===== src/rtl/mem_access_ctrl.sv =====
// MEM-stage data-memory sequencer: stalls the pipeline over a req/ack memory port and returns load data.
// Latency: stall is held for the request cycle plus every ACCESS cycle (minimum 2); an unanswered access is abandoned after TIMEOUT cycles.
module mem_access_ctrl #(
  parameter int TIMEOUT = 255,
  parameter int CNT_W   = 8
) (
  input  logic        clk_i,
  input  logic        rst_i,
  input  logic        MemRead_i,
  input  logic        MemWrite_i,
  input  logic [31:0] addr_i,
  input  logic [31:0] wdata_i,
  input  logic        mem_ack_i,
  input  logic [31:0] mem_rdata_i,
  output logic        mem_req_o,
  output logic        mem_we_o,
  output logic [31:0] mem_addr_o,
  output logic [31:0] mem_wdata_o,
  output logic        stall_o,
  output logic [31:0] rdata_o,
  output logic        misalign_o,
  output logic        timeout_o
);

  typedef enum logic [1:0] {IDLE, ACCESS, DONE} state_t;

  localparam logic [CNT_W-1:0] CNT_LAST = CNT_W'(TIMEOUT - 1);

  state_t           state;
  logic [CNT_W-1:0] cnt;
  logic             mem_op;
  logic             aligned;

  assign mem_op  = MemRead_i | MemWrite_i;
  assign aligned = (addr_i[1:0] == 2'b00);

  // Gated by reset so nothing is requested or stalled while reset is asserted.
  assign mem_req_o  = rst_i && (state == ACCESS);
  assign stall_o    = rst_i && ((state == ACCESS) || ((state == IDLE) && mem_op && aligned));
  assign misalign_o = rst_i && (state == IDLE) && mem_op && !aligned;

  always_ff @(posedge clk_i) begin
    if (!rst_i) begin
      state       <= IDLE;
      cnt         <= '0;
      mem_addr_o  <= '0;
      mem_wdata_o <= '0;
      mem_we_o    <= 1'b0;
      rdata_o     <= '0;
      timeout_o   <= 1'b0;
    end else begin
      case (state)
        IDLE: begin
          if (mem_op && aligned) begin
            mem_addr_o  <= addr_i;
            mem_wdata_o <= wdata_i;
            mem_we_o    <= MemWrite_i;
            cnt         <= '0;
            state       <= ACCESS;
          end else begin
            rdata_o <= '0;
          end
        end
        ACCESS: begin
          // An ack coinciding with the final wait cycle takes priority over the timeout.
          if (mem_ack_i) begin
            if (!mem_we_o) rdata_o <= mem_rdata_i;
            state <= DONE;
          end else if (cnt == CNT_LAST) begin
            timeout_o <= 1'b1;
            rdata_o   <= '0;
            state     <= DONE;
          end else begin
            cnt <= cnt + 1'b1;
          end
        end
        DONE:    state <= IDLE;
        default: state <= IDLE;
      endcase
    end
  end

endmodule


===== config.mk =====
export PLATFORM = sky130hd
export DESIGN_NAME = mem_access_ctrl
export DESIGN_NICKNAME = d
export VERILOG_FILES = /design/src/rtl/mem_access_ctrl.sv
export SDC_FILE = /design/constraint.sdc
export NUM_CORES = 1
export LEC_CHECK = 0
export BUFFER_PORTS_ARGS = -buffer_cell sky130_fd_sc_hd__buf_2
export CAP_MARGIN = 15
export CORE_AREA = 2 2 95 97
export CTS_CLUSTER_SIZE = 16
export DETAILED_ROUTE_END_ITERATION = 10
export DIE_AREA = 0 0 97 99
export GPL_ROUTABILITY_DRIVEN = 0
export PLACE_DENSITY = 0.83
export SLEW_MARGIN = 10
export SYNTH_ARGS = -nofsm -noshare
export SYNTH_HDL_FRONTEND = slang
export SYNTH_SLANG_ARGS = --single-unit
export TNS_END_PERCENT = 20

===== constraint.sdc =====
create_clock -name clk_i -period 4.7 [get_ports clk_i]
set_input_delay 1.41 -clock clk_i [delete_from_list [all_inputs] [get_ports clk_i]]
set_output_delay 1.41 -clock clk_i [all_outputs]
set_load 0.02 [all_outputs]

* Word-level counts from Yosys, hierarchy flattened
Index checks and enable logic that the tools add are counted.
Word-level totals: output and inout port bits 101, bits in registers 108
Operators by class: reduce and logical (&&, ||, !) cells 18, muxes and demuxes 13, bitwise operators 2, equal/unequal tests 8, add/subtract/negate cells 1
Operators by type and width (count):
- 2-to-1 mux 32 bit | 4
- case mux 32 bit (2 select lines) | 1
- 2-to-1 mux 8 bit | 3
- case mux 8 bit (2 select lines) | 1
- adder 8 x 1 -> 8 bit, second input constant | 1
- equality test 8 bit, second input constant | 1
- logical AND 1 bit | 8
- AND reduction 4 bit | 2
- 2-to-1 mux 2 bit | 3
- != test 2 bit, second input constant | 3
- logical NOT 2 bit | 2
- case mux 2 bit (2 select lines) | 1
- AND reduction 2 bit | 2
- != test 3 x 2 -> 1 bit, second input constant | 1
- != test 3 bit, second input constant | 1
- AND reduction 3 bit | 1
- equality test 2 x 1 -> 1 bit, second input constant | 1
- != test 2 x 1 -> 1 bit, second input constant | 1
- nonzero test 2 bit | 1
- logical NOT 1 bit | 1
- logical OR 1 bit | 1
- NOT 1 bit | 1
- OR 1 bit | 1

* Longest topological paths before layout
Gate-level depths: netlist (run 1).
depth after elaboration 5, depth in mapped cells 8, depth with buffers taken out 6

* Worst setup path before layout (run 1)
No wires, ideal clock.
kind in2out, start point input addr_i[0], end point output stall_o, arrival 2833 ps, required time 3290 ps, setup slack 457 ps, stages on the path 4, path through or4_1 > clkbuf_1 > buf_2 > o21ai_0
Between the ends: word-level cells in the longest chain between the ends 4
RTL lines:
- start: declaration | line 11 | input logic [31:0] addr_i,
- logical NOT 2 bit | line 35 | assign aligned = (addr_i[1:0] == 2'b00);
- logical AND 1 bit | line 39 | assign stall_o = rst_i && ((state == ACCESS) || ((state == IDLE) && mem_op && aligned));
- logical OR 1 bit | line 39
- logical AND 1 bit | line 39
- end: declaration | line 19 | output logic stall_o,
No other way between the ends.

* Final worst setup path (run 1)
Ends and elaborated chain as after synthesis.

==> impl_metrics.tcl, run 1 <==
set metrics [dict create \
    drv_cap 0 \
    die_area_um2 9600 \
    synth_top_area_frac 0.532 \
    avgRoutedWirePerCell_um 13.5 \
    r2r_cells 5 \
    rsz0062_at_grt "false" \
    tightestPinTransition_ps 1110 \
    floorplan.die.width_um 97 \
    rows 34 \
    synthDistinctLibCells 34 \
    syn_avg_cell_area_um2 8.36 \
    clock_latency_ps 360 \
    p_seq_frac 0.527 \
    worst-path-stages 4 \
    clkSlewWorstSetupHoldPaths_ps 90 \
    pwr-share-comb 0.118 \
    cts_inserted_buffers 9 \
    slew_violations 0 \
    cp-endpoint "stall_o" \
    port-buffer-count 201 \
    required_ps 3290 \
    cts_sinks 108 \
    layout-drive-gt1-share 0.338 \
    start_util 0.475 \
    cts-root-buf "clkbuf_8" \
    syn_nets 589 \
    syn_inst 486 \
    critPathBufInv 2 \
    async_reset_ff_frac 0 \
    diodes 0 \
    ys_warn_count 0 \
    utilization 0.620 \
    dr.pass1.iters 5 \
    antenna_found_initial 1 \
    p_int_w 0.00137 \
    layout.nets 772 \
    fin_skew_ps 13.1 \
    grt.total_usage 0.217 \
    power_density_nw_per_um2 342 \
    syn-cell-area_um2 4060 \
    io_pins 202 \
    num_vias 3965 \
    worstReg2RegEnd "rdata_o[17]" \
    crit_top_cell "buf_2" \
    startpoint "addr_i[0]" \
    period_share 0.849 \
    totalWireLength_um 10600 \
    cts_resized 0 \
    place_hpwl_um 7630 \
    fmax_ghz 0.251 \
    seq_area_frac_synth 0.532 \
    critical_path_class "input port to primary output" \
    clkPwrFrac 0.354 \
    antenna_left 0 \
    cp_data_arrival_time_ps 2580 \
    setup_violations 0 \
    synth_top_area_cell "dfxtp_1" \
    htreeDepth 3 \
    ys_ff_latch 108 \
    vdd_drop_max_mv 0.236 \
    cpMaxStageDelayCell "or4_2" \
    cp_max_fo 4 \
    worstSetupStartpointType "input port" \
    cts_buffer_depth 2 \
    cts_hold_buf 0 \
    status "completed" \
    r2r-start "state[0]" \
    worst_slack_ps 710 \
    grt_first_pass_wirelength_um 17300 \
    min_path_type "flop to flop" \
    n_fill_cell 767 \
    ff_latch_area_um2 2160 \
    relSlewSlack 0.258 \
    crit_chain "buf_2 > or4_2 > o21ai_0 > buf_2" \
    synth_flop_cell "dfxtp_1" \
    cts_tree "built" \
    overflow 0 \
    period_minus_slack_ps 3990 \
    multiInputGateArea_um2 1720 \
    die_y_um 99 \
    yosysMostFrequentCell "nand2_1" \
    grt_max_degree 67 \
    synth.area.top_cells "dfxtp_1, nand2_1, a21oi_1, mux2i_1, clkbuf_1" \
    crit_path_end_kind "primary output" \
    pre_cts_ws_ps 726 \
    core_area_um2 8550 \
    dr.first_iter.drc_count 182 \
    area_growth_pct 30.5 \
    tns_ps 0 \
    crit_path_max_incr_delay_ps 670 \
    holdWs_ps 457 \
    r2r_slack_ps 2020 \
    power_leakage_nw 2.55 \
    final_hold_viol_count 0 \
    synth_edf_count 0 \
    drc 0 \
    routed_via_density 5.08 \
    synthTopCellsByCount "nand2_1, dfxtp_1, a21oi_1" \
    switching_share 0.243 \
    switching_power_w 0.000441 \
    post_cts.repair.setup_buffers 0 \
    cp_top_family "simple AND/OR/NAND/NOR gates" \
    grt_pass1_vias 3829 \
]
-- through the flow --
stage               total power (W)  area, um2  cells
global placement            0.00119       5080    766
floorplan                   0.00111       4060    486
detailed placement          0.00119       5080    766
global route                0.00189       5300    780
finish                      0.00181       5300    780
CTS                         0.00182       5300    780
-- worst min path at each step --
stage,from,end,slack [ps],cells after the start
after global routing,mem_wdata_o[29],mem_wdata_o[29],470,2
after detailed placement,mem_addr_o[0],mem_addr_o[0],440,1
after global placement,timeout_o,timeout_o,440,2
after floorplan,cnt[7],cnt[7],430,1
after CTS,rdata_o[11],rdata_o[11],460,2
final,mem_addr_o[15],mem_addr_o[15],460,2
-- kinds of logic after synthesis --
group	after synthesis	synth area share
and+or+nand+nor	219	0.217
buffers and inverters	38	0.0471
DFF	108	0.532
adders and majority gates	2	0.00616
muxes	32	0.0788
AOI/OAI and AO/OA	87	0.119
-- per-layer routing --
metal,global-route usage,part of all wire,up-vias
met3,0.0865,0.099,23
met4,0.0748,0.020,2
met2,0.362,0.47,197
li1,-,-,1949
met5,0,0.0012,-
met1,0.257,0.41,1794
-- cell usage in the layout, fill, tap and decap left out, drive strengths merged, types with 2 or more instances in the layout --
| master | count |
|---|---|
| and2 | 3 |
| clkbuf | 9 |
| nand3b | 2 |
| mux2i | 32 |
| inv | 4 |
| nor4 | 2 |
| o21ai | 3 |
| dfxtp | 108 |
| nand3 | 2 |
| ha | 2 |
| a21oi | 69 |
| nor2 | 5 |
| and3 | 4 |
| a31oi | 6 |
| buf | 206 |
| bufinv | 3 |
| nand2 | 196 |
-- worst reg2reg max path: stages, from the launching register on --
cell,delay (ps)
dfxtp_1,420
o21bai_2,210
or4_2,190
buf_4,510
and3_2,950
mux2i_1,310
-- power by group through the flow --
stage	registers (W)	logic, W	clock network (W)
after floorplan	0.00101	0.0000998	0
after global placement	0.000976	0.000211	0
after detailed placement	0.000977	0.000215	0
after CTS	0.000956	0.000215	0.000652
after global routing	0.000960	0.000234	0.000696
final	0.000956	0.000214	0.000643
-- cell type report --
type / instances / share of cell area
clock buffers: 9 / 0.0234
clock inverters: 5 / 0.0193
inverters: 4 / 0.00283
multi-input cells: 340 / 0.325
flip-flops and latches: 108 / 0.408
well taps: 108 / 0.0255
repair buffers: 206 / 0.197
-- flip-flops by register name (all words and copies together), names as in the netlist --
name,count
timeout_o,1
state,2
mem_addr_o,32
cnt,8
mem_wdata_o,32
rdata_o,32
mem_we_o,1
Note: power is estimated with default switching activity, not from simulation.
==> inputs of run 2 (changes only) <==
--- a/config.mk
+++ b/config.mk
@@ -7,12 +7,12 @@
 export LEC_CHECK = 0
 export BUFFER_PORTS_ARGS = -buffer_cell sky130_fd_sc_hd__buf_2
 export CAP_MARGIN = 15
-export CORE_AREA = 2 2 95 97
+export CORE_AREA = 2 2 99 101
 export CTS_CLUSTER_SIZE = 16
 export DETAILED_ROUTE_END_ITERATION = 10
-export DIE_AREA = 0 0 97 99
+export DIE_AREA = 0 0 101 103
 export GPL_ROUTABILITY_DRIVEN = 0
-export PLACE_DENSITY = 0.83
+export PLACE_DENSITY = 0.77
 export SLEW_MARGIN = 10
 export SYNTH_ARGS = -nofsm -noshare
 export SYNTH_HDL_FRONTEND = slang
==> constraint.sdc (replaced) <==
create_clock -name clk_i -period 3.7 [get_ports clk_i]
set_input_delay 1.11 -clock clk_i [delete_from_list [all_inputs] [get_ports clk_i]]
set_output_delay 1.11 -clock clk_i [all_outputs]
set_load 0.02 [all_outputs]
==> impl_metrics.tcl, run 2 (synthesis results as in run 1) <==
set metrics [dict create \
    tns_ps 0 \
    power_w 0.00222 \
    cts_buffer_depth 2 \
    period_share 0.909 \
    cpMaxStageDelayCell "or4_2" \
    pre_cts_ws_ps 340 \
    cts_sinks 108 \
    power_leakage_nw 2.56 \
    port-buffer-count 201 \
    rows 36 \
    final_common_cell "buf_2" \
    cp_max_fo 4 \
    setup_violations 0 \
    overflow 0 \
    start_util 0.430 \
    tightestPinTransition_ps 650 \
    grt_max_degree 67 \
    dr.first_iter.drc_count 158 \
    dr.pass1.iters 4 \
    grt.total_usage 0.191 \
    r2r-start "state[0]" \
    cts_hold_buf 0 \
    crit_chain "buf_2 > or4_2 > o21ai_0 > buf_2" \
    floorplan.die.width_um 101 \
    r2r_slack_ps 1430 \
    pwr-share-comb 0.124 \
    required_ps 2590 \
    drc 0 \
    whs_path_depth 2 \
    period_minus_slack_ps 3360 \
    core_area_um2 9460 \
    hp-start "mem_wdata_o[0]" \
    r2r_cells 6 \
    vdd_drop_max_mv 0.225 \
    worstSetupStartpointType "input port" \
    totalWireLength_um 10400 \
    cp_data_arrival_time_ps 2250 \
    worstReg2RegEnd "rdata_o[27]" \
    grt_pass1_vias 3660 \
    clkSlewWorstSetupHoldPaths_ps 90 \
    routed_via_density 4.90 \
    switching_power_w 0.000562 \
    crit_path_max_incr_delay_ps 650 \
    drv_cap 0 \
    relSlewSlack 0.567 \
    post_cts.repair.setup_buffers 0 \
    fmax_ghz 0.297 \
    worst_slack_ps 335 \
    reg.largest.list "mem_addr_o: 32 flops, mem_wdata_o: 32 flops, rdata_o: 32 flops" \
    cts_resized 0 \
    switching_share 0.253 \
    clock_latency_ps 360 \
    p_int_w 0.00166 \
    cts_inserted_buffers 9 \
    clkPwrFrac 0.329 \
    cts-root-buf "clkbuf_8" \
    layout-drive-gt1-share 0.339 \
    layout_common_cells "buf_2, nand2_1, dfxtp_1" \
    grt_first_pass_wirelength_um 15800 \
    avgRoutedWirePerCell_um 13.1 \
    cp_top_family "simple AND/OR/NAND/NOR gates" \
    die_y_um 103 \
    critical_path_class "input port to primary output" \
    antenna_left 0 \
    crit_top_cell "buf_2" \
    min_path_type "flop to flop" \
    critPathBufInv 2 \
    power_density_nw_per_um2 417 \
    utilization 0.562 \
    htreeDepth 3 \
    place_hpwl_um 7600 \
    rsz0062_at_grt "false" \
    antenna_found_initial 1 \
    slew_violations 0 \
    io_pins 202 \
    die_area_um2 10400 \
    cp-endpoint "stall_o" \
    layout.nets 774 \
    crit_path_end_kind "primary output" \
    p_seq_frac 0.547 \
    area_growth_pct 30.8 \
    startpoint "addr_i[0]" \
    fin_skew_ps 10.1 \
    status "completed" \
    final_hold_viol_count 0 \
    cts_tree "built" \
    num_vias 3874 \
    worst-path-stages 4 \
]
run 2: final cells by class:
type,count,area [um2]
multi-input combinational,340,1720
clock inverter,3,43.8
antenna,1,2.50
inverter,4,15.0
tap,114,143
timing repair buffer,208,1070
fill,870,4140
clock buffer,13,159
sequential,108,2160
run 2: metal layers:
| layer | global-route usage | routed length (um) | up-vias |
|---|---|---|---|
| li1 | - | - | 1960 |
| met5 | 0 | 0 | - |
| met4 | 0.0832 | 178 | 0 |
| met1 | 0.223 | 4450 | 1731 |
| met2 | 0.310 | 4620 | 173 |
| met3 | 0.0793 | 1150 | 10 |
run 2: worst min path at each step:
stage                     slack (ps)               to
after floorplan                  430           cnt[7]
after global placement           440       rdata_o[0]
after detailed placement         440  mem_wdata_o[12]
after CTS                        460   mem_wdata_o[0]
after global routing             470      rdata_o[31]
final                            450   mem_wdata_o[0]
run 2: power groups by stage:
stage,Sequential [W],Clock (W),Combinational (W)
finish,0.00121,0.000731,0.000275
global route,0.00122,0.000803,0.000302
CTS,0.00121,0.000761,0.000277
detailed placement,0.00124,0,0.000276
global placement,0.00124,0,0.000273
floorplan,0.00128,0,0.000127
run 2: stage by stage:
step                      hold slack, ps  std cells  instance area (um2)
after floorplan                      431        486                 4060
after global placement               438        774                 5110
after detailed placement             443        774                 5110
after CTS                            459        790                 5320
after global routing                 474        791                 5320
final                                455        791                 5320
run 2: worst reg2reg max path: stages (launching register included):
cell	delay, ps
dfxtp_1	350
o21bai_2	240
or4_2	560
buf_4	350
and3_2	310
buf_12	190
mux2i_1	150
